[src/rtl/secuencia_ctrl.sv]
// Test sequencer for a serial sequence detector: shifts a test word into det_w, counts z rises.
// Optional SEC_CTRL_LOOP_EN: one-cycle DONE pulse, result register, auto-rerun while start held.
module secuencia_ctrl #(
    parameter int unsigned WIDTH = 16,
    parameter int unsigned DIV   = 1,
    parameter int unsigned CNT_W = 5
) (
    input  logic             clk,
    input  logic             reset,
    input  logic             start,
    input  logic [WIDTH-1:0] pattern,
    output logic             det_rst,
    output logic             det_w,
    input  logic             det_z,
    output logic             busy,
    output logic             done,
    output logic [CNT_W-1:0] count
);

    localparam logic [2:0] StIdle     = 3'd0;
    localparam logic [2:0] StResetDut = 3'd1;
    localparam logic [2:0] StShift    = 3'd2;
    localparam logic [2:0] StDrain    = 3'd3;
    localparam logic [2:0] StDone     = 3'd4;

    localparam int unsigned BitW = $clog2(WIDTH);
    localparam int unsigned DivW = (DIV > 1) ? $clog2(DIV) : 1;
    localparam logic [BitW-1:0]  BitLast = BitW'(WIDTH - 1);
    localparam logic [DivW-1:0]  DivLast = DivW'(DIV - 1);
    localparam logic [CNT_W-1:0] CntMax  = '1;

    logic [2:0]       state_q, state_d;
    logic [WIDTH-1:0] sr_q, sr_d;
    logic [BitW-1:0]  bit_q, bit_d;
    logic [DivW-1:0]  div_q, div_d;
    logic             phase_q, phase_d;
    logic             z_prev_q, z_prev_d;
    logic [CNT_W-1:0] run_cnt_q, run_cnt_d;
    logic             accept;
    logic             counting;

`ifdef SEC_CTRL_LOOP_EN
    logic [CNT_W-1:0] res_q, res_d;
`endif

    always_comb begin
        state_d   = state_q;
        sr_d      = sr_q;
        bit_d     = bit_q;
        div_d     = div_q;
        phase_d   = phase_q;
        z_prev_d  = det_z;
        run_cnt_d = run_cnt_q;
        accept    = 1'b0;
        counting  = (state_q == StShift) || (state_q == StDrain);

        // Edge-detect z so a level held for several cycles counts once.
        if (counting && det_z && !z_prev_q && (run_cnt_q != CntMax)) begin
            run_cnt_d = run_cnt_q + 1'b1;
        end

        case (state_q)
            StIdle: begin
                if (start) accept = 1'b1;
            end
            StResetDut: begin
                z_prev_d = 1'b0;
                phase_d  = ~phase_q;
                if (phase_q) begin
                    state_d = StShift;
                    phase_d = 1'b0;
                end
            end
            StShift: begin
                if (div_q == DivLast) begin
                    div_d = '0;
                    sr_d  = {sr_q[WIDTH-2:0], 1'b0};
                    bit_d = bit_q + 1'b1;
                    if (bit_q == BitLast) begin
                        state_d = StDrain;
                        bit_d   = '0;
                    end
                end else begin
                    div_d = div_q + 1'b1;
                end
            end
            StDrain: begin
                phase_d = ~phase_q;
                if (phase_q) begin
                    state_d = StDone;
                    phase_d = 1'b0;
                end
            end
            StDone: begin
                if (start) begin
                    accept = 1'b1;
                end
`ifdef SEC_CTRL_LOOP_EN
                else begin
                    state_d = StIdle;
                end
`endif
            end
            default: state_d = StIdle;
        endcase

        if (accept) begin
            state_d   = StResetDut;
            sr_d      = pattern;
            bit_d     = '0;
            div_d     = '0;
            phase_d   = 1'b0;
            run_cnt_d = '0;
        end
    end

`ifdef SEC_CTRL_LOOP_EN
    // Result register publishes the run total as DONE is entered.
    always_comb begin
        res_d = res_q;
        if ((state_q == StDrain) && phase_q) res_d = run_cnt_d;
    end
`endif

    always_ff @(posedge clk) begin
        if (!reset) begin
            state_q   <= StIdle;
            sr_q      <= '0;
            bit_q     <= '0;
            div_q     <= '0;
            phase_q   <= 1'b0;
            z_prev_q  <= 1'b0;
            run_cnt_q <= '0;
`ifdef SEC_CTRL_LOOP_EN
            res_q     <= '0;
`endif
        end else begin
            state_q   <= state_d;
            sr_q      <= sr_d;
            bit_q     <= bit_d;
            div_q     <= div_d;
            phase_q   <= phase_d;
            z_prev_q  <= z_prev_d;
            run_cnt_q <= run_cnt_d;
`ifdef SEC_CTRL_LOOP_EN
            res_q     <= res_d;
`endif
        end
    end

    always_comb begin
        det_rst = (state_q == StIdle) || (state_q == StResetDut);
        det_w   = (state_q == StShift) && sr_q[WIDTH-1];
        busy    = (state_q == StResetDut) || (state_q == StShift) || (state_q == StDrain);
        done    = (state_q == StDone);
`ifdef SEC_CTRL_LOOP_EN
        count   = res_q;
`else
        count   = run_cnt_q;
`endif
    end

endmodule

[config.mk]
export PLATFORM = sky130hd
export DESIGN_NAME = secuencia_ctrl
export DESIGN_NICKNAME = d
export VERILOG_FILES = /design/src/rtl/secuencia_ctrl.sv
export SDC_FILE = /design/constraint.sdc
export NUM_CORES = 1
export LEC_CHECK = 0
export BUFFER_PORTS_ARGS = -buffer_cell sky130_fd_sc_hd__buf_2
export CORE_MARGIN = 2
export CORE_UTILIZATION = 23
export DETAILED_ROUTE_END_ITERATION = 6
export HOLD_SLACK_MARGIN = 0.1
export PLACE_DENSITY = 0.49
export RECOVER_POWER = 25
export SKIP_CTS_REPAIR_TIMING = 1
export SLEW_MARGIN = 40
export SYNTH_ARGS = -nofsm -noshare
export SYNTH_HDL_FRONTEND = slang
export SYNTH_SLANG_ARGS = --single-unit
[constraint.sdc]
create_clock -name clk -period 1.93 [get_ports clk]
set_input_delay 0.386 -clock clk [delete_from_list [all_inputs] [get_ports clk]]
set_output_delay 0.386 -clock clk [all_outputs]
set_load 0.01 [all_outputs]
* After elaboration in Yosys (flattened, before gate mapping)
Cells that the tools add are included.
** Operators by class
- Add/sub/neg operators :: 3
- $mul :: 0
- Divide/modulo/power cells :: 0
- Magnitude comparators :: 0
- Equal/unequal tests :: 16
- Shift operators :: 0
- Multiplexer cells :: 14
- Bitwise logic cells :: 4
- Reductions and logical operators :: 19
** Operators by type and width (count)
- two-way mux 16 bit :: 3
- two-way mux 3 bit :: 4
- case mux 3 bit (4 select lines) :: 1
- AND reduction 5 bit :: 2
- inequality test 3 bit, second input constant :: 3
- OR reduction 2 bit :: 4
- equality test 3 x 2 -> 1 bit, second input constant :: 2
- inequality test 2 x 1 -> 1 bit, second input constant :: 3
- inequality test 2 bit, second input constant :: 3
- adder 5 x 1 -> 5 bit, second input constant :: 1
- two-way mux 1 bit :: 5
- inequality test 5 bit, second input constant :: 1
- adder 4 x 1 -> 4 bit, second input constant :: 1
- equality test 4 bit, second input constant :: 1
- logical AND 1 bit :: 4
- logical OR 1 bit :: 4
- two-way mux 4 bit :: 1
- NOT 1 bit :: 4
- AND reduction 2 bit :: 2
- equality test 3 x 1 -> 1 bit, second input constant :: 1
- equality test 3 bit, second input constant :: 1
- zero test 3 bit :: 1
- inequality test 3 x 2 -> 1 bit, second input constant :: 1
- nonzero test 2 bit :: 1
- other kinds (2) :: 2
** Word-level totals
- Flip-flop bits (word level) :: 31
- Bits in latches :: 0
- Memory bits (writable) :: 0
- Bits in read-only memories :: 0
- Output and inout bits :: 9
- Logic and storage cells :: 64
- Memories kept :: 0

* Logic depth before layout (Yosys ltp)
Gate-level depths: netlist of run 1.
- Word-level depth :: 5
- Mapped depth :: 6
- Mapped depth without buffers :: 5

* Least setup slack after synthesis of run 1
No wires, ideal clock.
- Path type :: reg-to-reg
- Start point :: register run_cnt_q[0], in the netlist count[0]
- End point :: register run_cnt_q[3], in the netlist count[3]
- Data arrival time :: 1.816 ns
- Data required time :: 1.864 ns
- Path slack :: 0.048 ns
- Stages on the path, launching flop included :: 7
- Buffers on the path :: 1
- Cells stage by stage :: dfxtp_1 > ha_1 > and3_1 > ha_1 > clkdlybuf4s15_1 > or4_4 > a21oi_2
** On the way
- Word-level cells in the longest chain between the ends :: 2
- Elaborated cells on any way between the ends :: 3
- Those cells by class :: 1 x add/sub; 1 x eq/ne; 1 x reduce/logical
** RTL lines
- start, declared :: RTL line 38 : logic [CNT_W-1:0] run_cnt_q, run_cnt_d;
- start signal, assigned :: RTL line 144 : run_cnt_q <= run_cnt_d;
- parallel branches: the longest is 2 deep, another holds adder 5 x 1 -> 5 bit
Several ways; the timed one is not identified.
A chain may end at the register's enable or synchronous reset.

* Final worst setup path of run 1
Same ends and word-level chain as after synthesis.

==> metrics.md, run 1 <==
| Metric | Value |
|---|---|
| Buffers added on ports | `28` |
| Antenna diode count | `0` |
| Layout area overhead | `19.93%` |
| Final instance area | `1664 µm²` |
| Total grt overflow | `0` |
| Slew Limit Fails | `0` |
| Overall routing resource usage | `0.1032` |
| CTS clk-pin slew, worst paths | `0.06 ns` |
| Critical Path Source Type | `flip-flop` |
| Switching pwr | `335.7 µW` |
| H-tree depth | `2` |
| CTS sink cnt | `30` |
| Min-delay src | `det_z` |
| Final clock skew | `0.007338 ns` |
| Synth Cell Area | `1388 µm²` |
| Clock share of power | `0.366` |
| Leakage power | `0.6112 nW` |
| CP Max Fanout | `10` |
| Synthesis-stage register bit count | `30` |
| CTS tree | `built` |
| Status | `finished clean` |
| Slew margin rel. | `0.7037` |
| Max_cap viols | `0` |
| RSZ-0062 raised after global routing | `false` |
| Largest net degree at the start of global routing | `24` |
| Fmax | `0.5746 GHz` |
| CORE AREA | `5886 µm²` |
| Layout net count | `212` |
| Clock Path Buffers | `2` |
| Mapped Nets | `184` |
| Via Count | `1240` |
| Worst Path Arrival | `1.95 ns` |
| Comb power frac | `0.110` |
| Fillers | `662` |
| CP Capture Type | `flip-flop` |
| Switch share | `0.2588` |
| Worst Max-Slew Pin Slew | `0.4434 ns` |
| Vias in the first global route | `1099` |
| Syn Area/Cell | `8.619 µm²` |
| GPL Wtd Cong | `0.7013` |
| Final std cells w/o fill | `264` |
| Synth Warn # | `0` |
| Reg2reg setup slack | `0.19 ns` |
| Pint | `961.3 µW` |
| Fin Hold WS | `0.3375 ns` |
| Via/cell ratio | `4.697` |
| Area after DPL | `1597 µm²` |
| Reg2Reg Launch Point | `count[0]$_SDFFE_PP0P_` |
| CTS buffer count | `5` |
| Wirelength per Cell | `11.85 µm` |
| Number of top-level pins | `29` |
| Drt pass-1 iters | `4` |
| Power per cell area | `779.4 nW/µm²` |
| Routed Wire Length | `3.129 mm` |
| Worst setup path startpoint | `count[0]$_SDFFE_PP0P_` |
| Fin crit share | `0.9018` |
| Yosys cell types | `39` |
| Initial antenna violation count | `0` |
| Gate Count Post-Synth | `161` |
| Rows | `28` |
| First-pass GRT wire length | `5.264 mm` |
| Die height | `81.67 µm` |
| Final Hold Vio Count | `0` |
| Routed Antenna Nets | `0` |
| Root Buffer | `clkbuf_8` |
| Cell count after placement | `257` |
| DRT iter0 DRCs | `58` |
| Clock Latency Late Sink | `0.28 ns` |
| Final HPWL DP | `2.104 mm` |
| Final setup viols | `0` |
| Initial cell density of the core | `0.2358` |
| Class of the worst hold path | `primary input to flip-flop` |
| Proportion of synthesized chip area in sequential cells | `0.4328` |
| Min Tclk post-route | `1.740 ns` |
| Setup TNS | `0 ns` |
| Tot Pwr | `1.297 mW` |
| Sequential power share | `0.524` |
| Maximum vdd drop | `0.3225 mV` |
| Setup CP Type | `flip-flop to flip-flop` |
| Drt drc | `0` |
| Chip Width | `81.67 µm` |
| Share of layout cells above drive strength 1 | `0.2275` |
| Required time worst endpoint | `2.14 ns` |
| Total die area | `6670 µm²` |
==> cells in the final DEF (no fill, tap or decap), types with 2 or more instances in the layout <==
cell      instances
dfxtp_1          30
nand2_1          23
buf_2            22
o21ai_0          10
a21oi_1           9
nand3_1           8
a31oi_1           8
nor2_1            7
a21boi_0          7
a22oi_1           6
clkbuf_1          6
buf_4             6
clkbuf_8          5
inv_1             4
or3b_1            3
ha_1              3
nor3b_2           2
a21boi_1          2
o31ai_1           2
xnor2_1           2
o221ai_1          2
nor3_1            2
clkinv_2          2
==> synthesized netlist by cell type (all sizes together) <==
| master | count | area share |
|---|---|---|
| buf | 10 | 0.041 |
| or3 | 2 | 0.0099 |
| clkdlybuf4s15 | 1 | 0.0072 |
| xnor2 | 2 | 0.013 |
| inv | 4 | 0.011 |
| ha | 3 | 0.027 |
| a21oi | 10 | 0.039 |
| nand2 | 23 | 0.062 |
| nand4bb | 1 | 0.0081 |
| a22oi | 6 | 0.032 |
| nand3 | 8 | 0.029 |
| a32oi | 1 | 0.0063 |
| o21ai | 11 | 0.040 |
| and3 | 1 | 0.0045 |
| or4 | 2 | 0.014 |
| and2 | 2 | 0.0099 |
| a21boi | 9 | 0.049 |
| a311oi | 1 | 0.0063 |
| clkbuf | 3 | 0.0081 |
| a31oi | 8 | 0.036 |
| o31ai | 2 | 0.011 |
| nand4 | 1 | 0.0045 |
| dfxtp | 30 | 0.43 |
| nor3 | 2 | 0.0072 |
| o221ai | 2 | 0.013 |
| a41oi | 1 | 0.0063 |
| nor2 | 7 | 0.019 |
| or3b | 4 | 0.025 |
| and2b | 1 | 0.0063 |
| nor3b | 3 | 0.023 |
==> routing by layer <==
| layer | up-vias | routed length [µm] | global-route usage |
|---|---|---|---|
| met5 | - | 0 | 0 |
| met2 | 35 | 1315 | 0.1623 |
| li1 | 632 | - | - |
| met4 | 0 | 54 | 0.04000 |
| met1 | 565 | 1555 | 0.1283 |
| met3 | 8 | 203 | 0.03846 |
==> power groups by stage <==
stage          clock network, mW  registers [mW]  logic (mW)
2_1_floorplan                  0           0.686       0.100
3_3_place_gp                   0           0.693       0.148
4_1_cts                    0.498           0.680       0.148
3_5_place_dp                   0           0.694       0.147
5_1_grt                    0.518           0.685       0.160
6_report                   0.475           0.680       0.142
==> kinds of logic after synthesis <==
kind of cell / after synthesis / synth area share
adder cells (fa/ha/maj): 3 / 0.02705
XOR/XNOR: 2 / 0.01263
AND/OR/NAND/NOR: 57 / 0.2227
buffers and inverters: 18 / 0.06672
AO/OA/AOI/OAI: 51 / 0.2380
flip-flops: 30 / 0.4328
==> critical path, stage by stage (launching register included) <==
cell     delay [ns]
dfxtp_1        0.34
ha_1           0.21
and3_1         0.18
ha_1           0.27
or4_4          0.54
a21oi_2        0.13
==> registers in the layout, indices dropped and copies added, names as in the netlist <==
name	count
sr_q	16
count	5
bit_q	4
state_q	3
phase_q	1
z_prev_q	1
==> worst paths after layout <==
path	cells past startpoint	end
min	3	z_prev_q$_SDFF_PP0_
max reg2reg	5	count[3]$_SDFFE_PP0P_
min reg2reg	2	sr_q[1]$_SDFFE_PN0P_
max	5	count[3]$_SDFFE_PP0P_
==> cell type report <==
type,count,area (µm²),share of cell area
clock buffers,5,68.82,0.04135
multi-input cells,113,693.2,0.4165
flip-flops and latches,30,600.6,0.3609
clock inverters,2,10.01,0.006015
inverters,4,15.01,0.009023
well taps,75,93.84,0.05639
repair buffers,35,182.7,0.1098
==> stage by stage <==
step | util | setup slack, ns
2_1_floorplan | - | 0.04841
3_3_place_gp | 0.2713 | 0.2141
4_1_cts | 0.2847 | 0.1784
3_5_place_dp | 0.2713 | 0.1909
5_1_grt | 0.2827 | 0.09553
6_report | 0.2827 | 0.1896
Power figures use the tool's default switching activity.
==> run 2: changes to the inputs <==
--- a/config.mk
+++ b/config.mk
@@ -12,6 +12,7 @@
 export HOLD_SLACK_MARGIN = 0.1
 export PLACE_DENSITY = 0.49
 export RECOVER_POWER = 25
+export REMOVE_ABC_BUFFERS = 1
 export SKIP_CTS_REPAIR_TIMING = 1
 export SLEW_MARGIN = 40
 export SYNTH_ARGS = -nofsm -noshare
==> metrics.md, run 2 (synthesis gave the netlist of run 1 again) <==
| Metric | Value |
|---|---|
| Final clock skew | `0.01148 ns` |
| Overall routing resource usage | `0.09963` |
| CTS sink cnt | `30` |
| Via Count | `1223` |
| Fillers | `663` |
| Clock Path Buffers | `2` |
| Worst Max-Slew Pin Slew | `0.4788 ns` |
| Worst path top cell family by delay | `simple AND/OR/NAND/NOR gates` |
| Layout net count | `212` |
| Status | `finished clean` |
| GPL Wtd Cong | `0.7243` |
| Slew margin rel. | `0.6801` |
| Max_cap viols | `0` |
| Class of the worst hold path | `primary input to flip-flop` |
| Reg2Reg Launch Point | `count[0]$_SDFFE_PP0P_` |
| Drt drc | `0` |
| CP Capture Type | `flip-flop` |
| Worst setup path startpoint | `count[0]$_SDFFE_PP0P_` |
| Area occupied by multi-input gates | `693.2 µm²` |
| Number of top-level pins | `29` |
| Die height | `81.67 µm` |
| Most frequent cells in the layout | `dfxtp_1 (30), nand2_1 (23), buf_2 (22)` |
| Reg2reg setup slack | `0.18 ns` |
| Critical Path Source Type | `flip-flop` |
| Root Buffer | `clkbuf_8` |
| Buf/Inv on CP | `0` |
| Total grt overflow | `0` |
| Final setup viols | `0` |
| Slowest library cell on the worst path | `or4_4` |
| Setup TNS | `0 ns` |
| Routed Wire Length | `3.053 mm` |
| Min Tclk post-route | `1.749 ns` |
| Fmax | `0.5718 GHz` |
| H-tree depth | `2` |
| Largest net degree at the start of global routing | `19` |
| Antenna diode count | `0` |
| Slew Limit Fails | `0` |
| Share of layout cells above drive strength 1 | `0.2263` |
| Final Hold Vio Count | `0` |
| Tot Pwr | `1.620 mW` |
| Cell count after placement | `257` |
| Max FFs per register | `16` |
| Leakage power | `0.6365 nW` |
| Worst Reg-to-Reg Cells | `5` |
| Layout area overhead | `24.44%` |
| Power per cell area | `938.5 nW/µm²` |
| First-pass GRT wire length | `5.009 mm` |
| CORE AREA | `5886 µm²` |
| Worst setup path end | `count[3]$_SDFFE_PP0P_` |
| Rows | `28` |
| DRT iter0 DRCs | `33` |
| Commonest non-fill, non-tap cell in the layout | `dfxtp_1` |
| Seq. cell area | `600.6 µm²` |
| Initial cell density of the core | `0.2358` |
| Fin crit share | `0.9061` |
| R2r endpoint | `count[3]$_SDFFE_PP0P_` |
| Crit path cell chain | `ha_1 > and3_1 > ha_1 > or4_4 > a21oi_2` |
| Initial antenna violation count | `0` |
| Final std cells w/o fill | `265` |
| Routed Antenna Nets | `0` |
| Wirelength per Cell | `11.52 µm` |
| Via/cell ratio | `4.615` |
| Required time worst endpoint | `2.14 ns` |
| Total die area | `6670 µm²` |
| Biggest register | `sr_q` |
| RSZ-0062 raised after global routing | `false` |
| CP Max Fanout | `10` |
| Vias in the first global route | `1099` |
| Worst Path Arrival | `1.96 ns` |
| Chip Width | `81.67 µm` |
| CTS clk-pin slew, worst paths | `0.06 ns` |
| Number of cells on the critical path | `5` |
| Maximum vdd drop | `0.4078 mV` |
| CTS tree | `built` |
| Buffers added on ports | `28` |
| Setup CP Type | `flip-flop to flip-flop` |
| Final instance area | `1727 µm²` |
| Final HPWL DP | `2.068 mm` |
| Drt pass-1 iters | `4` |
| Worst path max stage delay | `0.54 ns` |
| Clock Latency Late Sink | `0.28 ns` |
| Most used cell, CP | `ha_1` |
| CTS buffer count | `5` |
| Area after DPL | `1597 µm²` |
==> run 2: cell count changes in the layout (fill, tap and decap cells not counted) <==
cell	delta
clkbuf_8	+1
clkinv_2	-2
bufinv_16	+2
clkbuf_1	+1
clkbuf_2	-1
==> run 2: worst min-delay path: stages <==
cell and delay (ns):
buf_2 0.11, nand2_1 0.05, a21oi_1 0.03
==> run 2: stage by stage <==
stage | utilization | setup WS [ns] | hold slack [ns]
CTS | 0.2955 | 0.1819 | 0.3388
detailed placement | 0.2713 | 0.1908 | 0.4607
global route | 0.2934 | 0.09044 | 0.3477
floorplan | - | 0.1420 | 0.4471
finish | 0.2934 | 0.1812 | 0.3457
global placement | 0.2713 | 0.2161 | 0.4563
==> run 2: worst min-delay path by stage <==
stage / start / end / slack, ns / cells past startpoint
3_3_place_gp: sr_q[14]$_SDFFE_PN0P_ / sr_q[14]$_SDFFE_PN0P_ / 0.46 / 2
3_5_place_dp: sr_q[14]$_SDFFE_PN0P_ / sr_q[14]$_SDFFE_PN0P_ / 0.46 / 2
6_report: det_z / z_prev_q$_SDFF_PP0_ / 0.35 / 3
2_1_floorplan: sr_q[14]$_SDFFE_PN0P_ / sr_q[14]$_SDFFE_PN0P_ / 0.45 / 2
4_1_cts: det_z / z_prev_q$_SDFF_PP0_ / 0.34 / 3
5_1_grt: pattern[0] / sr_q[0]$_SDFFE_PN0P_ / 0.35 / 3
==> run 2: final cells by class <==
cell class                      count  area share
Inverter                            4    0.008696
Multi-Input combinational cell    113      0.4014
Timing Repair Buffer               35      0.1051
Clock buffer                        6     0.04783
Sequential cell                    30      0.3478
Clock inverter                      2     0.03478
Tap cell                           75     0.05435
==> run 2: per-layer routing <==
layer  share of wire  global-route usage
met1            0.49              0.1317
met2            0.42              0.1467
met3           0.076             0.03297
met4           0.013             0.04500
met5               0                   0
==> run 2: report_power, final <==
part	total (mW)	switching, mW	internal [mW]
clock network	0.797	0.247	0.551
registers	0.679	0.0228	0.656
logic	0.144	0.0797	0.0644
